--- config.mk ---
export PLATFORM = sky130hd
export DESIGN_NAME = seg_num_ctrl
export DESIGN_NICKNAME = d
export VERILOG_FILES = /design/src/rtl/seg_pkg.sv /design/src/rtl/bin2bcd_seq.sv /design/src/rtl/seg_num_ctrl.sv
export SDC_FILE = /design/constraint.sdc
export NUM_CORES = 1
export LEC_CHECK = 0
export ABC_AREA = 0
export BUFFER_PORTS_ARGS = -buffer_cell sky130_fd_sc_hd__buf_2
export CAP_MARGIN = 5
export CORE_UTILIZATION = 58
export DETAILED_ROUTE_END_ITERATION = 10
export PLACE_DENSITY = 0.88
export SLEW_MARGIN = 30
export SYNTH_ARGS = -nofsm -noshare
export SYNTH_HDL_FRONTEND = slang
export SYNTH_SLANG_ARGS = --single-unit
--- constraint.sdc ---
create_clock -name clk -period 2.9 [get_ports clk]
set_clock_uncertainty 0.1 [all_clocks]
set_input_delay 0.58 -clock clk [delete_from_list [all_inputs] [get_ports clk]]
set_output_delay 0.58 -clock clk [all_outputs]
set_load 0.03 [all_outputs]
--- src/rtl/seg_pkg.sv ---
// Shared definitions for the seven-segment number update path.
package seg_pkg;

    localparam int         NUM_DIGITS         = 6;
    localparam int         BCD_MAX            = 999_999;
    localparam logic [3:0] DEFAULT_BLANK_CODE = 4'hF;

    typedef enum logic [1:0] {
        IDLE,
        CONV,
        PUB,
        HOLD
    } seg_state_e;

    // A digit goes dark only while everything above it is zero and carries no decimal point.
    function automatic logic [4*NUM_DIGITS-1:0] blank_leading(
        input logic [4*NUM_DIGITS-1:0] bcd,
        input logic [NUM_DIGITS-1:0]   dp,
        input logic [3:0]              code
    );
        logic [4*NUM_DIGITS-1:0] res;
        logic                    lead;
        res  = bcd;
        lead = 1'b1;
        for (int i = NUM_DIGITS - 1; i >= 1; i--) begin
            lead = lead && (bcd[4*i +: 4] == 4'd0) && !dp[i];
            if (lead) begin
                res[4*i +: 4] = code;
            end
        end
        return res;
    endfunction

endpackage

--- src/rtl/bin2bcd_seq.sv ---
// Iterative double-dabble: one add-3/shift step per clock, BIN_W steps per conversion.
module bin2bcd_seq
    import seg_pkg::*;
#(
    parameter int BIN_W = 20
) (
    input  logic             clk,
    input  logic             rst_n,
    input  logic             start,
    input  logic [BIN_W-1:0] bin,
    output logic             done,
    output logic [23:0]      bcd
);

    localparam int SRW = 24 + BIN_W;
    localparam int CW  = $clog2(BIN_W);

    logic [SRW-1:0] sr_q, sr_d;
    logic [CW-1:0]  cnt_q, cnt_d;
    logic           run_q, run_d;

    function automatic logic [SRW-1:0] dabble_step(input logic [SRW-1:0] s);
        logic [SRW-1:0] t;
        t = s;
        for (int i = 0; i < NUM_DIGITS; i++) begin
            if (t[BIN_W + 4*i +: 4] >= 4'd5) begin
                t[BIN_W + 4*i +: 4] = t[BIN_W + 4*i +: 4] + 4'd3;
            end
        end
        return {t[SRW-2:0], 1'b0};
    endfunction

    // done marks the edge that performs the final step, so bcd is valid the cycle after.
    assign done = run_q && (cnt_q == CW'(BIN_W - 1));
    assign bcd  = sr_q[SRW-1 -: 24];

    always_comb begin
        sr_d  = sr_q;
        cnt_d = cnt_q;
        run_d = run_q;
        if (start) begin
            sr_d  = {24'd0, bin};
            cnt_d = '0;
            run_d = 1'b1;
        end else if (run_q) begin
            sr_d  = dabble_step(sr_q);
            cnt_d = cnt_q + CW'(1);
            if (done) begin
                run_d = 1'b0;
            end
        end
    end

    always_ff @(posedge clk) begin
        if (!rst_n) begin
            sr_q  <= '0;
            cnt_q <= '0;
            run_q <= 1'b0;
        end else begin
            sr_q  <= sr_d;
            cnt_q <= cnt_d;
            run_q <= run_d;
        end
    end

endmodule

--- src/rtl/seg_num_ctrl.sv ---
// Accepts a binary value, converts it to six BCD digits and publishes num/point/ovf atomically,
// then holds off further updates for UPD_CYCLES clocks.
module seg_num_ctrl
    import seg_pkg::*;
#(
    parameter int         BIN_W      = 20,
    parameter int         UPD_CYCLES = 5_000_000,
    parameter bit         LZ_BLANK   = 1'b1,
    parameter logic [3:0] BLANK_CODE = DEFAULT_BLANK_CODE
) (
    input  logic             clk,
    input  logic             rst_n,
    input  logic [BIN_W-1:0] data_in,
    input  logic [5:0]       dp_pos,
    input  logic             data_valid,
    output logic             in_ready,
    output logic [23:0]      num,
    output logic [5:0]       point,
    output logic             busy,
    output logic             ovf
);

    localparam logic [BIN_W-1:0] MAX_V     = BIN_W'(BCD_MAX);
    localparam int               HCW       = (UPD_CYCLES > 1) ? $clog2(UPD_CYCLES) : 1;
    localparam logic [HCW-1:0]   HOLD_LAST = HCW'(UPD_CYCLES - 1);

    seg_state_e       state_q, state_d;
    logic [HCW-1:0]   hold_cnt_q, hold_cnt_d;
    logic             in_ready_q, in_ready_d;
    logic             busy_q, busy_d;
    logic [23:0]      num_q, num_d;
    logic [5:0]       point_q, point_d;
    logic             ovf_q, ovf_d;
    logic             ovf_n_q, ovf_n_d;
    logic [5:0]       dp_q, dp_d;

    logic             accept;
    logic             too_big;
    logic [BIN_W-1:0] bin_clamped;
    logic             conv_done;
    logic [23:0]      conv_bcd;

    assign accept      = data_valid && in_ready_q;
    assign too_big     = data_in > MAX_V;
    assign bin_clamped = too_big ? MAX_V : data_in;

    bin2bcd_seq #(
        .BIN_W (BIN_W)
    ) u_bin2bcd (
        .clk   (clk),
        .rst_n (rst_n),
        .start (accept),
        .bin   (bin_clamped),
        .done  (conv_done),
        .bcd   (conv_bcd)
    );

    always_comb begin
        state_d    = state_q;
        hold_cnt_d = hold_cnt_q;
        num_d      = num_q;
        point_d    = point_q;
        ovf_d      = ovf_q;
        ovf_n_d    = ovf_n_q;
        dp_d       = dp_q;
        unique case (state_q)
            IDLE: begin
                if (accept) begin
                    state_d = CONV;
                    ovf_n_d = too_big;
                    dp_d    = dp_pos;
                end
            end
            CONV: begin
                if (conv_done) begin
                    state_d = PUB;
                end
            end
            PUB: begin
                num_d      = LZ_BLANK ? blank_leading(conv_bcd, dp_q, BLANK_CODE) : conv_bcd;
                point_d    = dp_q;
                ovf_d      = ovf_n_q;
                hold_cnt_d = '0;
                state_d    = HOLD;
            end
            HOLD: begin
                if (hold_cnt_q == HOLD_LAST) begin
                    state_d = IDLE;
                end else begin
                    hold_cnt_d = hold_cnt_q + HCW'(1);
                end
            end
            default: state_d = IDLE;
        endcase
        // Status flags are registered from the next state so they line up with it.
        in_ready_d = (state_d == IDLE);
        busy_d     = (state_d == CONV) || (state_d == PUB);
    end

    always_ff @(posedge clk) begin
        if (!rst_n) begin
            state_q    <= IDLE;
            hold_cnt_q <= '0;
            in_ready_q <= 1'b0;
            busy_q     <= 1'b0;
            num_q      <= '0;
            point_q    <= '0;
            ovf_q      <= 1'b0;
            ovf_n_q    <= 1'b0;
            dp_q       <= '0;
        end else begin
            state_q    <= state_d;
            hold_cnt_q <= hold_cnt_d;
            in_ready_q <= in_ready_d;
            busy_q     <= busy_d;
            num_q      <= num_d;
            point_q    <= point_d;
            ovf_q      <= ovf_d;
            ovf_n_q    <= ovf_n_d;
            dp_q       <= dp_d;
        end
    end

    assign in_ready = in_ready_q;
    assign busy     = busy_q;
    assign num      = num_q;
    assign point    = point_q;
    assign ovf      = ovf_q;

endmodule

==> summary.md, run 1 <==
| Metric | Value |
|---|---|
| Status | `complete, but fails checks` |
| Failing checks | `DRC` |
| Routability-driven placement congestion ratio | `0.909` |
| Sequential share of the synthesized area | `43.4%` |
| Area share of the largest cell type after synthesis | `43.4%` |
| Hold Crit Start | `dp_pos[3]` |
| Vias in the first global route | `4574` |
| Gr ovfl total | `0` |
| ANT nets after route | `0` |
| Cell Area, Synth | `5310 sq um` |
| Clk sinks | `115` |
| H-tree depth | `4` |
| Rows | `34` |
| Startpoint types | `flop` |
| Hold WC Path Type | `primary input to flop` |
| Syn_nets | `644` |
| Max Cap Viol | `0` |
| Synth warnings | `0` |
| CP endpoint | `busy` |
| DRT Wirelength | `12900 um` |
| N_diodes | `0` |
| Clock slew at reported path FFs | `0.06 ns` |
| Post-synth EDFFs | `0` |
| GRT Util Overall | `28.4%` |
| Clk_lat worst skew | `0.52 ns` |
| Part of the cycle the worst path needs | `82.1%` |
| Initial antenna violation count | `0` |
| Slew Limit Fails | `0` |
| Commonest non-fill, non-tap cell in the layout | `dfxtp_1` |
| Arr. time, crit path | `2.69 ns` |
| Max Freq | `420 MHz` |
| Pin count of the biggest net entering global routing | `47` |
| Setup violations, final | `0` |
| RR Startpoint | `hold_cnt_q[0]` |
| FF-to-FF path depth | `7` |
| Layout cell share with drive strength beyond 1 | `19.5%` |
| Die area | `9540 sq um` |
| PD cells | `649 nW/um^2` |
| Root Driver | `clkbuf_8` |
| Nets | `699` |
| DR iter-0 viols | `332` |
| Hpwl dp | `8240 um` |
| Leakage | `2.46 nW` |
| Peak supply drop | `0.379 mV` |
| Clk buf depth | `2` |
| Ranking of synthesized cells by area | `dfxtp_1 (43%), mux2i_1 (5.8%), ha_1 (4.7%)` |
| Synth area leader | `dfxtp_1` |
| Crit path kind | `flop to flop` |
| Relative slew slack | `60.0%` |
| Starting Density | `60.3%` |
| Most frequent cells in the layout | `dfxtp_1 (114), buf_2 (61), nand2_1 (59)` |
| Die Wd | `97.7 um` |
| WL/cell | `16.7 um` |
| Global-route wire length before repair | `21500 um` |
| Number of hold buffers added after CTS | `0` |
| Setup TNS Final | `0 ns` |
| Vias per cell | `6.06` |
| Final worst path period need | `2.38 ns` |
| Worst R2R End | `busy` |
| Crit path required time | `3.21 ns` |
| # Post-CTS Setup Buffers | `0` |
| CTS tree | `yes` |
| Design area | `6320 sq um` |
| Syn Inst Count | `595` |
| Worst-Margin Slew | `0.600 ns` |
| DR pass1 iterations | `8` |
| Ys async rst share | `0%` |
| Synthesis-stage register bit count | `115` |
| Final Util | `71.8%` |
| Worst-path maximum fanout | `15` |
| Layout Area Growth over Synthesis | `19.1%` |
| # IOs | `62` |
| Die Height | `97.7 um` |
| Via count of the routed design | `4669` |
| Crit path from | `hold_cnt_q[0]` |
| Post-CTS resize count | `0` |
| Setup crit end kind | `flop` |
| Primary FF master, synth | `dfxtp_1` |
| R2R setup slack | `0.52 ns` |
| RSZ-0062 raised after global routing | `no` |
| Core area | `8810 sq um` |
| Final hold vios | `0` |
| TritonCTS Buffers | `17` |
| Mean area per synthesized cell | `8.92 sq um` |
| Synth cell types | `52` |
| DRC viols | `12` |
| Fill cells | `615` |
| I/O Buffers | `61` |
| Post-DP Area | `5680 sq um` |
cells by family after synthesis:
| group | count (synthesis) | synth area share (%) |
|---|---|---|
| compound gates | 122 | 15.0 |
| simple gates | 230 | 22.3 |
| fa+ha+maj | 20 | 4.71 |
| buf+inv | 47 | 3.47 |
| flops | 115 | 43.4 |
| xor+xnor | 23 | 3.80 |
| mux | 38 | 7.33 |
power by group:
part,internal [mW],total (mW),switching [mW]
registers,1.61,1.65,0.0334
clock network,1.53,2.26,0.731
logic,0.0864,0.203,0.117
total,3.23,4.11,0.881
state kept, by name (all words and copies together), names as in the netlist:
register         flops
point                6
ovf                  1
u_bin2bcd.sr_q      44
dp_q                 6
ovf_n_q              1
hold_cnt_q          23
u_bin2bcd.cnt_q      5
u_bin2bcd.run_q      1
num                 24
busy                 1
state_q              2
in_ready             1
critical path: stages (launching register included):
cell and delay [ns]:
dfxtp_1 0.41, ha_1 0.23, nand3_1 0.22, nor4_4 0.44, a31o_4 0.32, o21a_1 0.17
ha_1 0.23, and2_1 0.15
cell usage after synthesis (all sizes together) (2+ instances only):
library cell,count
and4,4
xor2,9
buf,5
o31ai,4
a21boi,2
o41ai,2
nor4b,4
clkbuf,27
o22ai,8
nand2b,19
a211oi,4
o221a,12
and2,7
or3,3
o211ai,7
dfxtp,115
nand4,9
nand3,28
or4,4
nor3,18
xnor2,14
inv,15
mux2,7
a21oi,36
nor2,58
and3,5
or4b,2
a21o,6
o21ai,33
nand4b,2
mux2i,31
nor4,3
ha,20
o21a,2
nand2,59
o2111ai,3
per-stage QoR:
| stage | instances | power (mW) | setup WS, ns | hold slack (ns) |
|---|---|---|---|---|
| 2_1_floorplan | 595 | 1.81 | 0.675 | 0.331 |
| 3_3_place_gp | 739 | 1.87 | 0.635 | 0.343 |
| 3_5_place_dp | 739 | 1.88 | 0.587 | 0.346 |
| 4_1_cts | 771 | 4.12 | 0.561 | 0.192 |
| 5_1_grt | 771 | 4.22 | 0.386 | 0.205 |
| 6_report | 771 | 4.11 | 0.519 | 0.202 |
per-layer routing:
layer  vias to the layer above  routed length, um  GRT usage [%]  part of all wire, %
li1                       2231                  -              -                    -
met1                      2201               5250           32.0                   41
met2                       180               6300           48.6                   49
met3                        57                719           5.97                  5.6
met4                         0                614           18.2                  4.8
met5                         -                  0              0                    0
area by class of cell:
cell class              count  area, sq um  share of cell area, %
flip-flops and latches    115         2300                   36.4
multi-input cells         433         2820                   44.7
well taps                 108          135                   2.14
repair buffers             68          358                   5.66
clock inverters            13          205                   3.24
inverters                  15         56.3                  0.890
clock buffers              19          442                   6.98
worst min path at each step:
stage	end	slack (ns)	depth (start not counted)
2_1_floorplan	point[0]	0.33	2
3_3_place_gp	point[1]	0.34	2
3_5_place_dp	num[1]	0.35	2
4_1_cts	dp_q[3]	0.19	3
5_1_grt	dp_q[0]	0.20	3
6_report	dp_q[3]	0.20	3
Power figures use the tool's default switching activity.
==> run 2, diff against run 1 <==
- clock period: 2.9 -> 2.4 ns (I/O delays scaled with it)
==> run 2 against run 1 <==
Net effect:
- the flow still finishes with violations (DRC)
- critical path type unchanged
- critical path depth fell by 1
- register-to-register slack worse by 0.39 ns
- sequential share of layout area barely moved
- sequential cell count unchanged
- largest power group unchanged
- critical endpoint unchanged
- routed wire length is 0.64% higher
- design area is essentially flat
- maximum frequency up 4.8%
- non-clock buffer count increased by 9
- setup slack lost 0.39 ns
- total power is 14% higher
- global-route usage up 0.47 points
==> summary.md, run 2 (synthesis gave the netlist of run 1 again) <==
| Metric | Value |
|---|---|
| # IOs | `62 (unchanged)` |
| RSZ-0062 raised after global routing | `no` |
| Clk_lat worst skew | `0.53 ns (about the same)` |
| Clk sinks | `115 (unchanged)` |
| Status | `complete, but fails checks` |
| Worst-Margin Slew | `0.521 ns (-0.0788 ns)` |
| Peak supply drop | `0.434 mV (+14%)` |
| WL/cell | `16.6 um (-0.52%)` |
| NetSw | `1.05 mW (+19%)` |
| ANT nets after route | `0 (unchanged)` |
| RR Startpoint | `hold_cnt_q[6]` |
| Leakage | `2.48 nW (+0.62%)` |
| Post-CTS resize count | `0 (unchanged)` |
| Layout cell share with drive strength beyond 1 | `20.1% (+0.63 points)` |
| Biggest register | `u_bin2bcd.sr_q` |
| Relative slew slack | `65.1% (+5.2 points)` |
| Part of the cycle the worst path needs | `94.7% (+13 points)` |
| Die area | `9540 sq um (unchanged)` |
| Max reg flops | `44 (unchanged)` |
| Post-DP Area | `5730 sq um (+0.93%)` |
| GR Util met1 | `33.1% (+1.1 points)` |
| Commonest non-fill, non-tap cell in the layout | `dfxtp_1` |
| Vias in the first global route | `4668 (+2.1%)` |
| Final hold slack | `0.0977 ns (-0.105 ns)` |
| Worst-path maximum fanout | `6 (-9)` |
| Final WS setup | `0.127 ns (-0.392 ns)` |
| PD cells | `744 nW/um^2 (+15%)` |
| Combinational share of power | `5.4% (+0.5 points)` |
| Max Freq | `440 MHz (+4.8%)` |
| Via count of the routed design | `4771 (+2.2%)` |
| Final worst path period need | `2.27 ns (-0.108 ns)` |
| Met3 usage | `7.70% (+1.7 points)` |
| R2R setup slack | `0.13 ns (-0.39 ns)` |
| Clk buf depth | `2 (unchanged)` |
| DRC viols | `12 (unchanged)` |
| DRT Wirelength | `13000 um (+0.64%)` |
| Hpwl dp | `8470 um (+2.8%)` |
| Hold Crit Start | `dp_pos[3]` |
| Nets | `708 (+1.3%)` |
| Initial antenna violation count | `0 (unchanged)` |
| Failing checks | `DRC` |
| H-tree depth | `4 (unchanged)` |
| Worst Hold End | `dp_q[3]` |
| Rows | `34 (unchanged)` |
| Worst R2R End | `busy` |
| Layout Area Growth over Synthesis | `19.0% (about the same)` |
| Die Height | `97.7 um (unchanged)` |
| Global-route wire length before repair | `21800 um (+1.6%)` |
| M2 GR Usage | `47.6% (-0.98 points)` |
| Sequential Area | `2300 sq um (unchanged)` |
| Area of the multi-input gates | `2820 sq um (unchanged)` |
| Internal power | `3.65 mW (+13%)` |
| FF-to-FF path depth | `6 (-1)` |
| Reg power frac | `42.3% (+2.2 points)` |
| Switching portion of total power | `22.3% (+0.79 points)` |
| Most frequent cells in the layout | `dfxtp_1 (114), buf_2 (61), nand2_1 (59)` |
| CTS tree | `yes` |
| Arr. time, crit path | `2.60 ns (-0.09 ns)` |
| I/O Buffers | `61 (unchanged)` |
| Vias per cell | `6.12 (+1.0%)` |
| Non-Filler Instances | `780 (+1.2%)` |
| Place WS | `0.167 ns (-0.420 ns)` |
| Total Power | `4.70 mW (+14%)` |
| Design area | `6320 sq um (about the same)` |
| TritonCTS Buffers | `17 (unchanged)` |
| N_diodes | `0 (unchanged)` |
| Share of total power in the clock network | `52.3% (-2.6 points)` |
| Startpoint types | `flop` |
| Core area | `8810 sq um (unchanged)` |
| Crit path kind | `flop to flop` |
| Die Wd | `97.7 um (unchanged)` |
| Max Cap Viol | `0 (unchanged)` |
| Worst hold path depth | `3 (unchanged)` |
| Crit path required time | `2.73 ns (-0.48 ns)` |
| DR iter-0 viols | `384 (+16%)` |
| Setup violations, final | `0 (unchanged)` |
| GRT Util Overall | `28.8% (+0.47 points)` |
| Gr ovfl total | `0 (unchanged)` |
| Setup TNS Final | `0 ns (unchanged)` |
| Pin count of the biggest net entering global routing | `47 (unchanged)` |
| Setup crit end kind | `flop` |
| Slew Limit Fails | `0 (unchanged)` |
| Hold WC Path Type | `primary input to flop` |
| Final hold vios | `0 (unchanged)` |
| Clock slew at reported path FFs | `0.06 ns (about the same)` |
| Fill cells | `628 (+2.1%)` |
| Starting Density | `60.3% (unchanged)` |
| Placed insts | `746 (+0.95%)` |
| Final Util | `71.8% (about the same)` |
| Root Driver | `clkbuf_8` |
| DR pass1 iterations | `8 (unchanged)` |
| Gr busiest metal | `met2` |
| Routability-driven placement congestion ratio | `0.867 (-4.6%)` |
run 2: changes by cell type in the layout (fill, tap and decap cells not counted):
cell | previous run | this run
bufinv_16 | 5 | 3
clkinvlp_4 | 3 | 2
clkbuf_1 | 0 | 3
clkbuf_8 | 3 | 2
clkinv_2 | 3 | 6
clkinv_4 | 1 | 0
buf_4 | 7 | 16
inv_6 | 1 | 0
run 2: worst max-delay path by stage:
| stage | endpoint | start | slack [ns] | cells after the start |
|---|---|---|---|---|
| finish | busy | hold_cnt_q[6] | 0.13 | 6 |
| global route | busy | hold_cnt_q[0] | 0.08 | 7 |
| CTS | busy | hold_cnt_q[0] | 0.07 | 7 |
| detailed placement | busy | hold_cnt_q[0] | 0.17 | 7 |
| global placement | busy | hold_cnt_q[6] | 0.26 | 6 |
| floorplan | busy | hold_cnt_q[6] | 0.17 | 7 |
run 2: area by class of cell:
cell class / count / area share (%)
clock buffer: 21 / 6.95
multi-input combinational: 433 / 44.7
clock inverter: 11 / 2.14
sequential: 115 / 36.5
inverter: 15 / 0.891
timing repair buffer: 77 / 6.73
tap: 108 / 2.14
run 2: routing by layer:
layer / vias up / wire length (um)
li1: 2252 / -
met1: 2224 / 5200
met2: 224 / 6280
met3: 71 / 901
met4: 0 / 580
met5: - / 0
run 2: repair_timing:
action,4_1_cts,5_1_grt
setup endpoints to repair,0,1
buffers inserted,0,2
hold buffers,0,0
run 2: power by group through the flow:
stage,clock network [mW],registers (mW),logic [mW]
3_3_place_gp,0,2.02,0.241
3_5_place_dp,0,2.03,0.251
6_report,2.46,1.99,0.256
2_1_floorplan,0,2.01,0.179
4_1_cts,2.47,1.99,0.255
5_1_grt,2.56,1.99,0.280
run 2: critical path, cell delays in order, from the launching register on:
cell and delay [ns]:
dfxtp_1 0.36, or4b_4 0.57, nor4_4 0.36, a31o_4 0.22
o21a_1 0.16, ha_1 0.24, and2_1 0.16
